===== config.mk =====
export PLATFORM = sky130hd
export DESIGN_NAME = dpbram_wr_arbiter
export DESIGN_NICKNAME = d
export VERILOG_FILES = /design/src/rtl/dpbram_wr_arbiter.sv
export SDC_FILE = /design/constraint.sdc
export NUM_CORES = 1
export LEC_CHECK = 0
export BUFFER_PORTS_ARGS = -buffer_cell sky130_fd_sc_hd__buf_2
export CAP_MARGIN = 20
export CELL_PAD_IN_SITES_DETAIL_PLACEMENT = 0
export CELL_PAD_IN_SITES_GLOBAL_PLACEMENT = 2
export CORE_ASPECT_RATIO = 1.5
export CORE_UTILIZATION = 32
export CTS_CLUSTER_SIZE = 40
export DETAILED_ROUTE_END_ITERATION = 8
export PLACE_DENSITY_LB_ADDON = 0.15
export SYNTH_ARGS = -nofsm -noshare
export SYNTH_HDL_FRONTEND = slang
export SYNTH_SLANG_ARGS = --single-unit

===== constraint.sdc =====
create_clock -name i_clk -period 3 [get_ports i_clk]
set_input_delay 0.3 -clock i_clk [delete_from_list [all_inputs] [get_ports i_clk]]
set_output_delay 0.3 -clock i_clk [all_outputs]
set_load 0.005 [all_outputs]

===== src/rtl/dpbram_wr_arbiter.sv =====
// Round-robin, burst-granular arbiter sharing the Zynq-side DPBRAM write port
// between two requesters, followed by a w_valid/w_ready mailbox handoff to the DSP.
module dpbram_wr_arbiter #(
   parameter int ADDR_W      = 9,
   parameter int LEN_W       = 8,
   parameter int TIMEOUT_CYC = 50000
) (
   input  logic              i_clk,
   input  logic              i_rst,
   input  logic [1:0]        i_req,
   input  logic [ADDR_W-1:0] i_base_addr0,
   input  logic [LEN_W-1:0]  i_len0,
   input  logic [ADDR_W-1:0] i_base_addr1,
   input  logic [LEN_W-1:0]  i_len1,
   input  logic [15:0]       i_wdata0,
   input  logic [15:0]       i_wdata1,
   output logic [1:0]        o_gnt,
   output logic [LEN_W-1:0]  o_word_idx,
   output logic [1:0]        o_done,
   output logic [ADDR_W-1:0] o_xintf_z_to_d_addr,
   output logic [15:0]       o_xintf_z_to_d_din,
   output logic              o_xintf_z_to_d_ce,
   output logic              o_w_valid,
   input  logic              i_w_ready,
   output logic              o_timeout,
   output logic              o_busy
);

   localparam int CNT_W = $clog2(TIMEOUT_CYC + 1);

   typedef enum logic [2:0] {
      IDLE,
      GRANT,
      BURST,
      W_HANDOFF,
      DONE
   } state_e;

   state_e            state_q, state_d;
   logic              sel_q, sel_d;
   logic              last_q, last_d;
   logic [ADDR_W-1:0] base_q, base_d;
   logic [LEN_W-1:0]  len_q, len_d;
   logic [LEN_W-1:0]  idx_q, idx_d;
   logic [CNT_W-1:0]  cnt_q, cnt_d;
   logic [ADDR_W-1:0] addr_q, addr_d;
   logic [15:0]       din_q, din_d;
   logic              ce_q, ce_d;
   logic              wvalid_q, wvalid_d;
   logic              timeout_q, timeout_d;
   logic [LEN_W-1:0]  winLen;

   // last_q resets to 1 so that requester 0 wins the very first tie.
   always_ff @(posedge i_clk or posedge i_rst) begin
      if (i_rst) begin
         state_q   <= IDLE;
         sel_q     <= 1'b0;
         last_q    <= 1'b1;
         base_q    <= '0;
         len_q     <= '0;
         idx_q     <= '0;
         cnt_q     <= '0;
         addr_q    <= '0;
         din_q     <= '0;
         ce_q      <= 1'b0;
         wvalid_q  <= 1'b0;
         timeout_q <= 1'b0;
      end else begin
         state_q   <= state_d;
         sel_q     <= sel_d;
         last_q    <= last_d;
         base_q    <= base_d;
         len_q     <= len_d;
         idx_q     <= idx_d;
         cnt_q     <= cnt_d;
         addr_q    <= addr_d;
         din_q     <= din_d;
         ce_q      <= ce_d;
         wvalid_q  <= wvalid_d;
         timeout_q <= timeout_d;
      end
   end

   assign winLen = sel_q ? i_len1 : i_len0;

   // Ready is only honoured once w_valid is visible to the DSP, so the last
   // write strobe has always retired before the mailbox is raised.
   always_comb begin
      state_d   = state_q;
      sel_d     = sel_q;
      last_d    = last_q;
      base_d    = base_q;
      len_d     = len_q;
      idx_d     = idx_q;
      cnt_d     = cnt_q;
      addr_d    = addr_q;
      din_d     = din_q;
      ce_d      = 1'b0;
      wvalid_d  = wvalid_q;
      timeout_d = timeout_q;
      case (state_q)
         IDLE: begin
            if (i_req != 2'b00) begin
               sel_d   = (i_req == 2'b11) ? ~last_q : i_req[1];
               state_d = GRANT;
            end
         end
         GRANT: begin
            base_d  = sel_q ? i_base_addr1 : i_base_addr0;
            len_d   = winLen;
            idx_d   = '0;
            cnt_d   = '0;
            state_d = (winLen == '0) ? DONE : BURST;
         end
         BURST: begin
            addr_d = base_q + ADDR_W'(idx_q);
            din_d  = sel_q ? i_wdata1 : i_wdata0;
            ce_d   = 1'b1;
            idx_d  = idx_q + LEN_W'(1);
            if (idx_q == len_q - LEN_W'(1)) begin
               state_d = W_HANDOFF;
            end
         end
         W_HANDOFF: begin
            wvalid_d = 1'b1;
            if (wvalid_q) begin
               if (i_w_ready) begin
                  wvalid_d = 1'b0;
                  state_d  = DONE;
               end else if (cnt_q == CNT_W'(TIMEOUT_CYC - 1)) begin
                  wvalid_d  = 1'b0;
                  timeout_d = 1'b1;
                  state_d   = DONE;
               end else begin
                  cnt_d = cnt_q + CNT_W'(1);
               end
            end
         end
         DONE: begin
            last_d  = sel_q;
            state_d = IDLE;
         end
         default: begin
            state_d = IDLE;
         end
      endcase
   end

   assign o_busy              = (state_q != IDLE);
   assign o_gnt               = o_busy ? (sel_q ? 2'b10 : 2'b01) : 2'b00;
   assign o_done              = (state_q == DONE) ? (sel_q ? 2'b10 : 2'b01) : 2'b00;
   assign o_word_idx          = idx_q;
   assign o_xintf_z_to_d_addr = addr_q;
   assign o_xintf_z_to_d_din  = din_q;
   assign o_xintf_z_to_d_ce   = ce_q;
   assign o_w_valid           = wvalid_q;
   assign o_timeout           = timeout_q;

endmodule


==> results.py <==
metrics = {
    "floorplan": {
        "die-area_sq_mm": 0.0134,
        "initial_utilization": 0.330,
        "die_y_um": 141,
        "coreArea_sq_mm": 0.0125,
        "fp-row-count": 50,
        "die_width_um": 94.8,
        "ios": 112,
    },
    "synthesis": {
        "synth.area.top_cells": "dfrtp_1, mux2i_1, nand2_1",
        "synth-main-ff-cell": "dfrtp_1",
        "ys_top_cells_by_count": "dfrtp_1, nand2_1, nor2_1",
        "yosysMostFrequentCell": "dfrtp_1",
        "synth_area_leader_cell": "dfrtp_1",
        "yosysWarnings": 0,
        "syn_inst": 435,
        "avgSynthCellArea_sq_um": 9.50,
        "synth_nets": 518,
        "synth_top_area_share": 0.442,
        "yosysUniqueCellTypes": 53,
        "postSynthRegisterBits": 74,
        "synth_enable_flop_cells": 0,
        "seq_area_frac_synth": 0.448,
        "syn_area_sq_mm": 0.00413,
        "async_flop_share": 1.00,
    },
    "timing": {
        "setup_tns_ns": 0,
        "finalHoldViolCount": 0,
        "tightest_slew_ns": 0.737,
        "timing.final.crit_share": 0.731,
        "finClkSkew_ns": 0.00438,
        "holdWs_ns": 0.0609,
        "fin_crit_ns": 2.19,
        "final_max_slew_viol_count": 0,
        "setup_violations": 0,
        "slew_headroom": 0.506,
        "max_freq_ghz": 0.456,
        "rsz0062_at_grt": "false",
    },
    "drt": {
        "vias": 3518,
        "routed_via_density": 5.01,
        "drc": 0,
        "detail-route-antenna-nets": 0,
        "drt-pass1-iter-count": 4,
        "drt_iter0_markers": 111,
        "wl_per_cell_um": 15.3,
        "drt-total-wl_mm": 10.8,
    },
    "global_route": {
        "antenna_found_initial": 0,
        "grt_use_total": 0.171,
        "grt_pass1_wl_mm": 17.3,
        "grt_overflow": 0,
        "grt_max_degree": 46,
        "first_global_vias": 3462,
    },
    "clocking": {
        "clock_path_buffers": 2,
        "postCtsSetupRepairBufs": 0,
        "numClockSinks": 74,
        "htreeDepth": 3,
        "cts_tree": "done",
        "ctsResizeCount": 0,
        "cts_buffers": 9,
        "path_clk_slew_ns": 0.06,
        "clock_latency_ns": 0.34,
        "postCtsHoldBufs": 0,
        "cts_root_buf": "clkbuf_16",
    },
    "placement": {
        "gp_congestion": 0.802,
        "place_area_sq_mm": 0.00485,
        "dp_cells": 686,
        "io_buffers": 111,
        "dpl.hpwl_mm": 8.09,
    },
    "worst_setup_path": {
        "critical_path_class": "flop to flop",
        "cp.required_ns": 3.27,
        "cp_max_fo": 8,
        "crit_chain": "ha_1 > inv_1 > fa_1 > nor2b_1 > o31a_1 > o211ai_1 > a2111oi_0 > nand3b_1",
        "worstSetupStartpointType": "flop",
        "crit_path_end_kind": "flop",
        "critical_path_arrival_ns": 2.47,
        "crit_buf_inv": 1,
        "cpPeakStageDelay_ns": 0.49,
        "path_delay_family": "compound AO/OA/AOI/OAI gates",
        "crit_slowest_cell": "dfrtp_1",
    },
    "layout": {
        "stdcell_count": 702,
        "drive_above_1_share": 0.271,
        "area_growth_pct": 25.4,
        "final_util": 0.414,
        "layout.nets": 624,
        "design_area_sq_mm": 0.00518,
        "antenna-diode-count": 0,
    },
    "power": {
        "p_per_area_mw_per_mm2": 991,
        "p_comb_frac": 0.412,
        "power_frac_clock": 0.232,
        "internal_power_uw": 3100,
        "p_seq_frac": 0.356,
        "p_sw_frac": 0.395,
        "vdd_drop_max_mv": 0.409,
        "leakage_uw": 0.00252,
        "net-switching-power_uw": 2030,
    },
    "status": {
        "outcome": "finished clean",
    },
    "min_path": {
        "hold_path_class": "primary input to async pin",
    },
    "job": {
        "maxCapViolCount": 0,
    },
}
==> placed cells by master, fill, tap and decap left out, types with 3 or more instances in the layout <==
cell type | netlist | final
buf_2 | 2 | 111
dfrtp_1 | 73 | 72
nor2_1 | 44 | 43
nand2_1 | 44 | 43
mux2i_1 | 38 | 38
o21ai_0 | 32 | 32
a21oi_1 | 26 | 26
inv_1 | 16 | 15
nand3_1 | 14 | 14
xnor2_1 | 13 | 13
nor3_1 | 12 | 12
ha_1 | 11 | 11
xor2_1 | 10 | 10
clkbuf_16 | 0 | 9
nor2b_1 | 7 | 7
a22o_1 | 5 | 5
buf_4 | 0 | 5
o21a_1 | 4 | 4
nor3b_1 | 4 | 4
nand4_1 | 4 | 4
mux2_2 | 4 | 4
o211ai_1 | 3 | 3
a211oi_1 | 3 | 3
and3_1 | 3 | 3
a32o_1 | 3 | 3
or4_1 | 3 | 3
o31ai_1 | 3 | 3
==> power by group through the flow <==
stage | clock network (uW) | registers, uW | logic (uW)
finish | 1190 | 1830 | 2110
global placement | 0 | 1850 | 2150
global route | 1260 | 1900 | 2410
detailed placement | 0 | 1860 | 2160
floorplan | 0 | 1660 | 1590
CTS | 1230 | 1840 | 2170
==> kinds of logic (layout without fill, tap and decap cells) <==
kind of cell | count (synthesis) | count (layout) | share of synthesized area
buffers and inverters | 38 | 149 | 0.0372
muxes | 44 | 44 | 0.108
DFF | 74 | 74 | 0.448
and+or+nand+nor | 153 | 153 | 0.183
AOI/OAI and AO/OA | 91 | 91 | 0.136
xor gates and xnor gates | 23 | 23 | 0.0487
adders and majority gates | 12 | 12 | 0.0381
==> sequential cells by signal (all words and copies together), names as in the netlist <==
| name | flops |
|---|---|
| o_xintf_z_to_d_addr | 9 |
| o_w_valid | 1 |
| o_xintf_z_to_d_ce | 1 |
| o_timeout | 1 |
| o_word_idx | 8 |
| cnt_q | 16 |
| sel_q | 1 |
| o_xintf_z_to_d_din | 16 |
| base_q | 9 |
| state_q | 3 |
| last_q | 1 |
| len_q | 8 |
==> path summary, 6_finish.rpt <==
check	startpoint	to	slack (ns)	depth (start not counted)
max	o_word_idx[0]	o_xintf_z_to_d_addr[8]	0.81	8
max in group asynchronous	i_rst	base_q[6]	2.25	3
min reg2reg	o_xintf_z_to_d_din[10]	o_xintf_z_to_d_din[10]	0.47	2
min in group i_clk	i_req[1]	sel_q	0.25	2
max reg2reg	o_word_idx[0]	o_xintf_z_to_d_addr[8]	0.81	8
min	i_rst	o_xintf_z_to_d_din[12]	0.06	2
==> worst reg2reg max path: stages, from the launching register on <==
cell       delay (ns)
dfrtp_1          0.49
ha_1             0.22
inv_1            0.06
fa_1             0.39
nor2b_1          0.16
o31a_1           0.19
o211ai_1         0.11
a2111oi_0        0.35
nand3b_1         0.16
==> routing by layer <==
metal | track usage | vias up | part of all wire
li1 | - | 1748 | -
met1 | 0.191 | 1682 | 0.40
met2 | 0.299 | 67 | 0.53
met3 | 0.0356 | 21 | 0.037
met4 | 0.0909 | 0 | 0.034
met5 | 0 | - | 0
==> stage by stage <==
stage | worst slack, ns | power (uW)
floorplan | 0.820 | 3250
global placement | 0.920 | 3990
detailed placement | 0.818 | 4020
CTS | 0.796 | 5230
global route | 0.609 | 5580
finish | 0.807 | 5130
==> area by class of cell <==
class | instances | area [sq um]
Fill cell | 1309 | 7330
Multi-Input combinational cell | 323 | 2130
Sequential cell | 74 | 1850
Timing Repair Buffer | 117 | 613
Clock buffer | 10 | 239
Tap cell | 156 | 195
Clock inverter | 6 | 90.1
Inverter | 16 | 60.1
Note: power is estimated with default switching activity, not from simulation.
